### src/rtl/ram_bus_arbiter.sv
// ============================================================================
// Module   : ram_bus_arbiter
// Purpose  : Shares one RAM port between the 6502 core and video fetch,
//            C64 BA/AEC style: RDY drops first, video is granted later.
// Revision : 1.0
// ============================================================================
`default_nettype none

module ram_bus_arbiter #(
  parameter int STEAL_DELAY = 3,
  parameter int AW          = 16
) (
  input  logic          clk,
  input  logic          reset,
  input  logic [AW-1:0] cpu_ab,
  input  logic [7:0]    cpu_do,
  input  logic          cpu_we,
  output logic [7:0]    cpu_di,
  output logic          cpu_rdy,
  input  logic          vid_req,
  input  logic [AW-1:0] vid_addr,
  output logic          vid_grant,
  output logic [7:0]    vid_data,
  output logic [AW-1:0] ram_ab,
  output logic [7:0]    ram_do,
  output logic          ram_we,
  input  logic [7:0]    ram_di,
  output logic          proto_err,
  output logic [15:0]   steal_cnt
);

  typedef enum logic [1:0] {
    S_CPU  = 2'd0,
    S_WARN = 2'd1,
    S_VID  = 2'd2
  } state_t;

  // The counter holds STEAL_DELAY-1 on WARN entry; WARN then lasts STEAL_DELAY cycles.
  localparam logic [3:0] c_warn_load = (STEAL_DELAY > 0) ? 4'(STEAL_DELAY - 1) : 4'd0;

  state_t      state_q, state_d;
  logic [3:0]  cnt_q, cnt_d;
  logic        rdy_q;
  logic        grant_q;
  logic        proto_q;
  logic [15:0] steal_q;
  logic        w_vid_own;

  always_comb begin
    state_d = state_q;
    cnt_d   = cnt_q;
    case (state_q)
      S_CPU: begin
        if (vid_req) begin
          if (STEAL_DELAY == 0) begin
            state_d = S_VID;
          end else begin
            state_d = S_WARN;
            cnt_d   = c_warn_load;
          end
        end
      end
      S_WARN: begin
        if (!vid_req) begin
          state_d = S_CPU;
        end else if (cnt_q == 4'd0) begin
          state_d = S_VID;
        end else begin
          cnt_d = cnt_q - 4'd1;
        end
      end
      S_VID: begin
        if (!vid_req) begin
          state_d = S_CPU;
        end
      end
      default: state_d = S_CPU;
    endcase
  end

  always_ff @(posedge clk or posedge reset) begin
    if (reset) begin
      state_q <= S_CPU;
      cnt_q   <= 4'd0;
      rdy_q   <= 1'b1;
      grant_q <= 1'b0;
      proto_q <= 1'b0;
      steal_q <= 16'd0;
    end else begin
      state_q <= state_d;
      cnt_q   <= cnt_d;
      rdy_q   <= (state_d == S_CPU);
      grant_q <= (state_d == S_VID);
      if ((state_q == S_VID) && cpu_we) begin
        proto_q <= 1'b1;
      end
      if ((state_q == S_VID) && (steal_q != 16'hFFFF)) begin
        steal_q <= steal_q + 16'd1;
      end
    end
  end

  // CPU writes attempted while video owns the port are dropped here.
  assign w_vid_own = (state_q == S_VID);
  assign ram_ab    = w_vid_own ? vid_addr : cpu_ab;
  assign ram_we    = w_vid_own ? 1'b0 : cpu_we;
  assign ram_do    = cpu_do;
  assign cpu_di    = w_vid_own ? 8'hFF : ram_di;
  assign vid_data  = w_vid_own ? ram_di : 8'h00;

  assign cpu_rdy   = rdy_q;
  assign vid_grant = grant_q;
  assign proto_err = proto_q;
  assign steal_cnt = steal_q;

endmodule

`default_nettype wire

### config.mk
export PLATFORM = sky130hd
export DESIGN_NAME = ram_bus_arbiter
export DESIGN_NICKNAME = d
export VERILOG_FILES = /design/src/rtl/ram_bus_arbiter.sv
export SDC_FILE = /design/constraint.sdc
export NUM_CORES = 1
export LEC_CHECK = 0
export BUFFER_PORTS_ARGS = -buffer_cell sky130_fd_sc_hd__buf_2
export CAP_MARGIN = 15
export CORE_MARGIN = 8
export CORE_UTILIZATION = 44
export DETAILED_ROUTE_END_ITERATION = 8
export HOLD_SLACK_MARGIN = 0.02
export PLACE_DENSITY_LB_ADDON = 0.2
export REMOVE_ABC_BUFFERS = 1
export SYNTH_ARGS = -nofsm -noshare
export SYNTH_HDL_FRONTEND = slang
export SYNTH_SLANG_ARGS = --single-unit
### constraint.sdc
create_clock -name clk -period 3.65 [get_ports clk]
set_input_delay 0.1825 -clock clk [delete_from_list [all_inputs] [get_ports clk]]
set_output_delay 0.1825 -clock clk [all_outputs]
set_load 0.02 [all_outputs]
# Word level (Yosys, flattened, before mapping)
# Cells that the tools add are included.
[word_totals]
regBits = 25
inputBits = 52
output_inout_bits = 60
wordCells = 35
[op_classes]
addsub = 2
eq_ne = 7
muxes = 13
reduce_logical = 7
[ops]
columns = ["op", "n"]
rows = [
  ["16-bit by 1-bit adder with 16-bit output (second input constant)", 1],
  ["16-bit 2-to-1 mux", 1],
  ["8-bit 2-to-1 mux", 2],
  ["16-bit != test (second input constant)", 1],
  ["4-bit 2-to-1 mux", 3],
  ["2-bit 2-to-1 mux", 4],
  ["4-bit case mux with 2 select lines", 1],
  ["2-bit != test (second input constant)", 3],
  ["2-bit case mux with 3 select lines", 1],
  ["2-bit == test (second input constant)", 2],
  ["2-bit logical NOT", 2],
  ["4-bit logical NOT", 1],
  ["4-bit AND reduction", 1],
  ["4-bit by 1-bit subtractor with 4-bit output (second input constant)", 1],
  ["2-bit by 1-bit == test with 1-bit output (second input constant)", 1],
  ["1-bit logical AND", 2],
  ["2-bit nonzero test", 1],
  ["1-bit 2-to-1 mux", 1],
]

# Longest topological paths before layout
[depth]
word_depth = 5
depth_mapped = 7
depth_no_buf = 7

# Worst setup path after synthesis
# OpenSTA, ideal clock, no wires.
[synth_timing]
kind = "register to register"
start = "register steal_q[0], in the netlist steal_cnt[0]"
end = "register steal_q[1], in the netlist steal_cnt[1]"
setup_ns = 0.125
arrival_ns = 1.730
required_ns = 3.525
slack_ns = 1.795
path_stages_with_launch = 6
path_buffers = 0
period_less_slack_ns = 1.855
cell_sequence = "dfrtp_1 ha_1 nand3_1 nor4_4 a21oi_2 mux2_4"
[synth_via]
elab_chain_cells = 2
word_cells_on_any_way = 3
cone_classes = "add/sub: 1; eq/ne: 1; reduce/logical: 1"
[synth_lines]
columns = ["item", "line_no", "text"]
rows = [
  ["from (decl)", "46", "logic [15:0] steal_q;"],
  ["from (signal assigned)", "98", "steal_q <= steal_q + 16'd1;"],
  ["parallel branches: the longest is 2 deep, another holds 16-bit by 1-bit adder with 16-bit output", "n/a", ""],
]
# Several ways; the timed one is not identified.
# A chain may end at the register's enable or synchronous reset.

# Final worst setup path
[layout_timing]
start = "register state_q[0]"
end = "output port ram_ab[11]"
[layout_via]
elab_chain_cells = 2
[layout_lines]
columns = ["item", "line_no", "text"]
rows = [
  ["from (decl)", "41", "state_t state_q, state_d;"],
  ["from (signal assigned)", "90", "state_q <= state_d;"],
  ["2-bit == test", "104", "assign w_vid_own = (state_q == S_VID);"],
  ["16-bit 2-to-1 mux", "105", "assign ram_ab = w_vid_own ? vid_addr : cpu_ab;"],
  ["to (decl)", "24", "output logic [AW-1:0] ram_ab,"],
]
# No other way between the ends.

==> metrics.txt <==
outcome finished clean; Main synth FF type dfrtp_1; P_leak 1.22 nW; initial antenna violation count 0; Worst-Skew Late Latency 0.32 ns; NumNets Final 336; hold_buf cts 1; total CTS buffers 3; RSZ-0062 raised after global routing no; Initial Utilization 0.444; Worst Setup Path Type register to output pin; Syn Inst Count 195; FF-to-FF path depth 5; first-pass GRT wire length 7360 um; total die area a little under 0.006 sq mm; critical path fanouts, max 29; largest net degree at the start of global routing 30; Post-Synthesis Cell Area approximately 0.0016 sq mm; Worst path max stage delay 0.80 ns; TNS Setup 0 ns; vias in the first global route approximately 1400; setup bufs post-CTS 0; area of the multi-input gates 855 sq um; Least-Margin Pin Slew roughly 1.0 ns; Final ANT Viol Nets 0; placed insts 323; CP dominant cell by count nand2_1; routed wire length approximately 4500 um; non-filler cells, final 328; P per Cell Area 399 mW/mm^2; grt ovf 0; ys async rst share 1.00; sequential area share after synthesis 0.394; Final period util 0.601; input/output buffers 95; # setup viols final 0; Clock Tree Root clkbuf_4; TritonCTS clock tree yes; CP cell instances nand2b_1, nand2_1, nand2_1, buf_2; share of layout cells above drive strength 1 0.379; die width between 70 and 80 um; io pins about 110; CTS resizes 0; CP startpoint kind register; clk buf depth 2; Area Growth Syn to Fin 30.6%; Hold Fails Final Rpt 0; WL per Instance ~14 um; die height 76.1 um; Initial DRC Count 77; EDFF count, synth 0; n_diodes 0; core region area 0.00358 sq mm; Netlist cell types 40; Detail Placement HPWL 3630 um; Critical Path Start state_q[0]$_DFF_PP0_; Min Clock Period, post-route 2.19 ns; fillers ~350; standard-cell rows 22; Max Clk Rate 456 MHz; VDD IR max about 0.29 mV; Max Cap Violations 0; Slowest-stage cell, CP nand2b_1; H-tree depth 1; Hold Path Class input pin to asynchronous set/reset pin; Worst EP required 3.47 ns; CP arrival 2.01 ns; Reg area between 600 and 700 sq um; clock slew at reported path FFs 0.13 ns; RR Startpoint steal_cnt[0]$_DFFE_PP0P_; dominant cell type by area after synthesis dfrtp_1; Synth top area share 0.378; Ys Warns 0; count of state elements after synthesis 25; crit path capture type output pin; Final Max Slew Viols 0; Vias 1607; drt first pass iters 4; gpl congestion ~0.79; Post-Route Skew 0.0102 ns; drc violations 0; CTS sink cnt 25; Worst slew margin 0.331; Synth area leaders dfrtp_1 38%, nand2_1 13%, and2_1 4.7%, buf_4 3.8%, nand2b_1 3.5%; GRT Util Overall 0.149; vias per cell between 4 and 5; Avg Cell Area, Syn 8.15 sq um
==> registers in the layout, indices dropped and copies added (netlist names) <==
register / flops
cnt_q: 4
cpu_rdy: 1
proto_err: 1
state_q: 2
steal_cnt: 16
vid_grant: 1
==> cell type report <==
cell class	count	area share
sequential	25	0.302
multi-input combinational	149	0.412
inverter	6	0.0108
clock buffer	4	0.0127
timing repair buffer	96	0.234
tap	48	0.0289
==> layout by cell type, fill, tap and decap left out, types with 2 or more instances in the layout <==
master	netlist	layout
buf_2	1	95
nand2_1	57	57
dfrtp_1	24	24
and2_1	12	12
nand2b_1	9	9
a21oi_1	8	8
nand3_1	7	7
nor2_1	7	7
xor2_1	6	6
inv_1	6	6
nor3_1	4	4
o21ai_0	4	4
nand4_1	3	3
xnor2_1	3	3
ha_1	3	3
clkbuf_4	0	3
and3_1	2	2
nand3b_1	2	2
a31oi_1	2	2
a41oi_1	2	2
nor3b_1	2	2
==> worst max-delay path: cells and delay by family, from the launching register on <==
family | cells | cell delay (ns)
simple gates | 3 | 1.04
buf+inv | 1 | 0.16
flops | 1 | 0.49
==> cells in the mapped netlist, types with 3 or more instances <==
cell      count
clkbuf_1      4
a21oi_1       8
nor3_1        4
dfrtp_1      24
xnor2_1       3
ha_1          3
nand3_1       7
nand4_1       3
and2_1       12
nand2_1      57
o21ai_0       4
xor2_1        6
nor2_1        7
buf_4         8
nand2b_1      9
inv_1         6
==> metal layers <==
| layer | wire [um] | global-route usage |
|---|---|---|
| met1 | 2000 | 0.182 |
| met2 | 2040 | 0.237 |
| met3 | 461 | 0.0613 |
| met4 | 20 | 0.0404 |
| met5 | 0 | 0 |
==> power by group <==
group	switching [W]	internal (W)
logic	0.000200	0.000131
registers	0.0000513	0.000323
clock network	0.0000791	0.0000427
==> stage by stage <==
step | area [sq um] | total power (W) | hold WS, ns | utilization | setup WS (ns)
3_3_place_gp | 2040 | 0.000707 | 0.348 | 0.570 | 1.69
5_1_grt | 2080 | 0.000886 | 0.0864 | 0.580 | 1.21
2_1_floorplan | 1500 | 0.000585 | 0.209 | - | 1.76
4_1_cts | 2080 | 0.000840 | 0.0677 | 0.580 | 1.41
3_5_place_dp | 2040 | 0.000715 | 0.350 | 0.570 | 1.70
6_report | 2080 | 0.000828 | 0.0315 | 0.580 | 1.46
==> final timing paths <==
kind | slack, ns | to
max | 1.46 | ram_ab[11]
max reg2reg | 1.69 | steal_cnt[1]$_DFFE_PP0P_
min in group clk | 0.09 | proto_err$_DFFE_PP0P_
min | 0.03 | steal_cnt[11]$_DFFE_PP0P_
max in group asynchronous | 3.06 | state_q[1]$_DFF_PP0_
min reg2reg | 0.47 | proto_err$_DFFE_PP0P_
==> logic make-up (layout without fill, tap and decap cells) <==
group / Yosys count / in the layout / synth area share
DFF: 25 / 25 / 0.394
AOI/OAI and AO/OA: 22 / 22 / 0.0874
buffers and inverters: 21 / 106 / 0.0693
adders and majority gates: 3 / 3 / 0.0236
and+or+nand+nor: 114 / 114 / 0.366
xor gates and xnor gates: 9 / 9 / 0.0496
muxes: 1 / 1 / 0.00945
No activity file was read; power rests on OpenSTA's default activity.
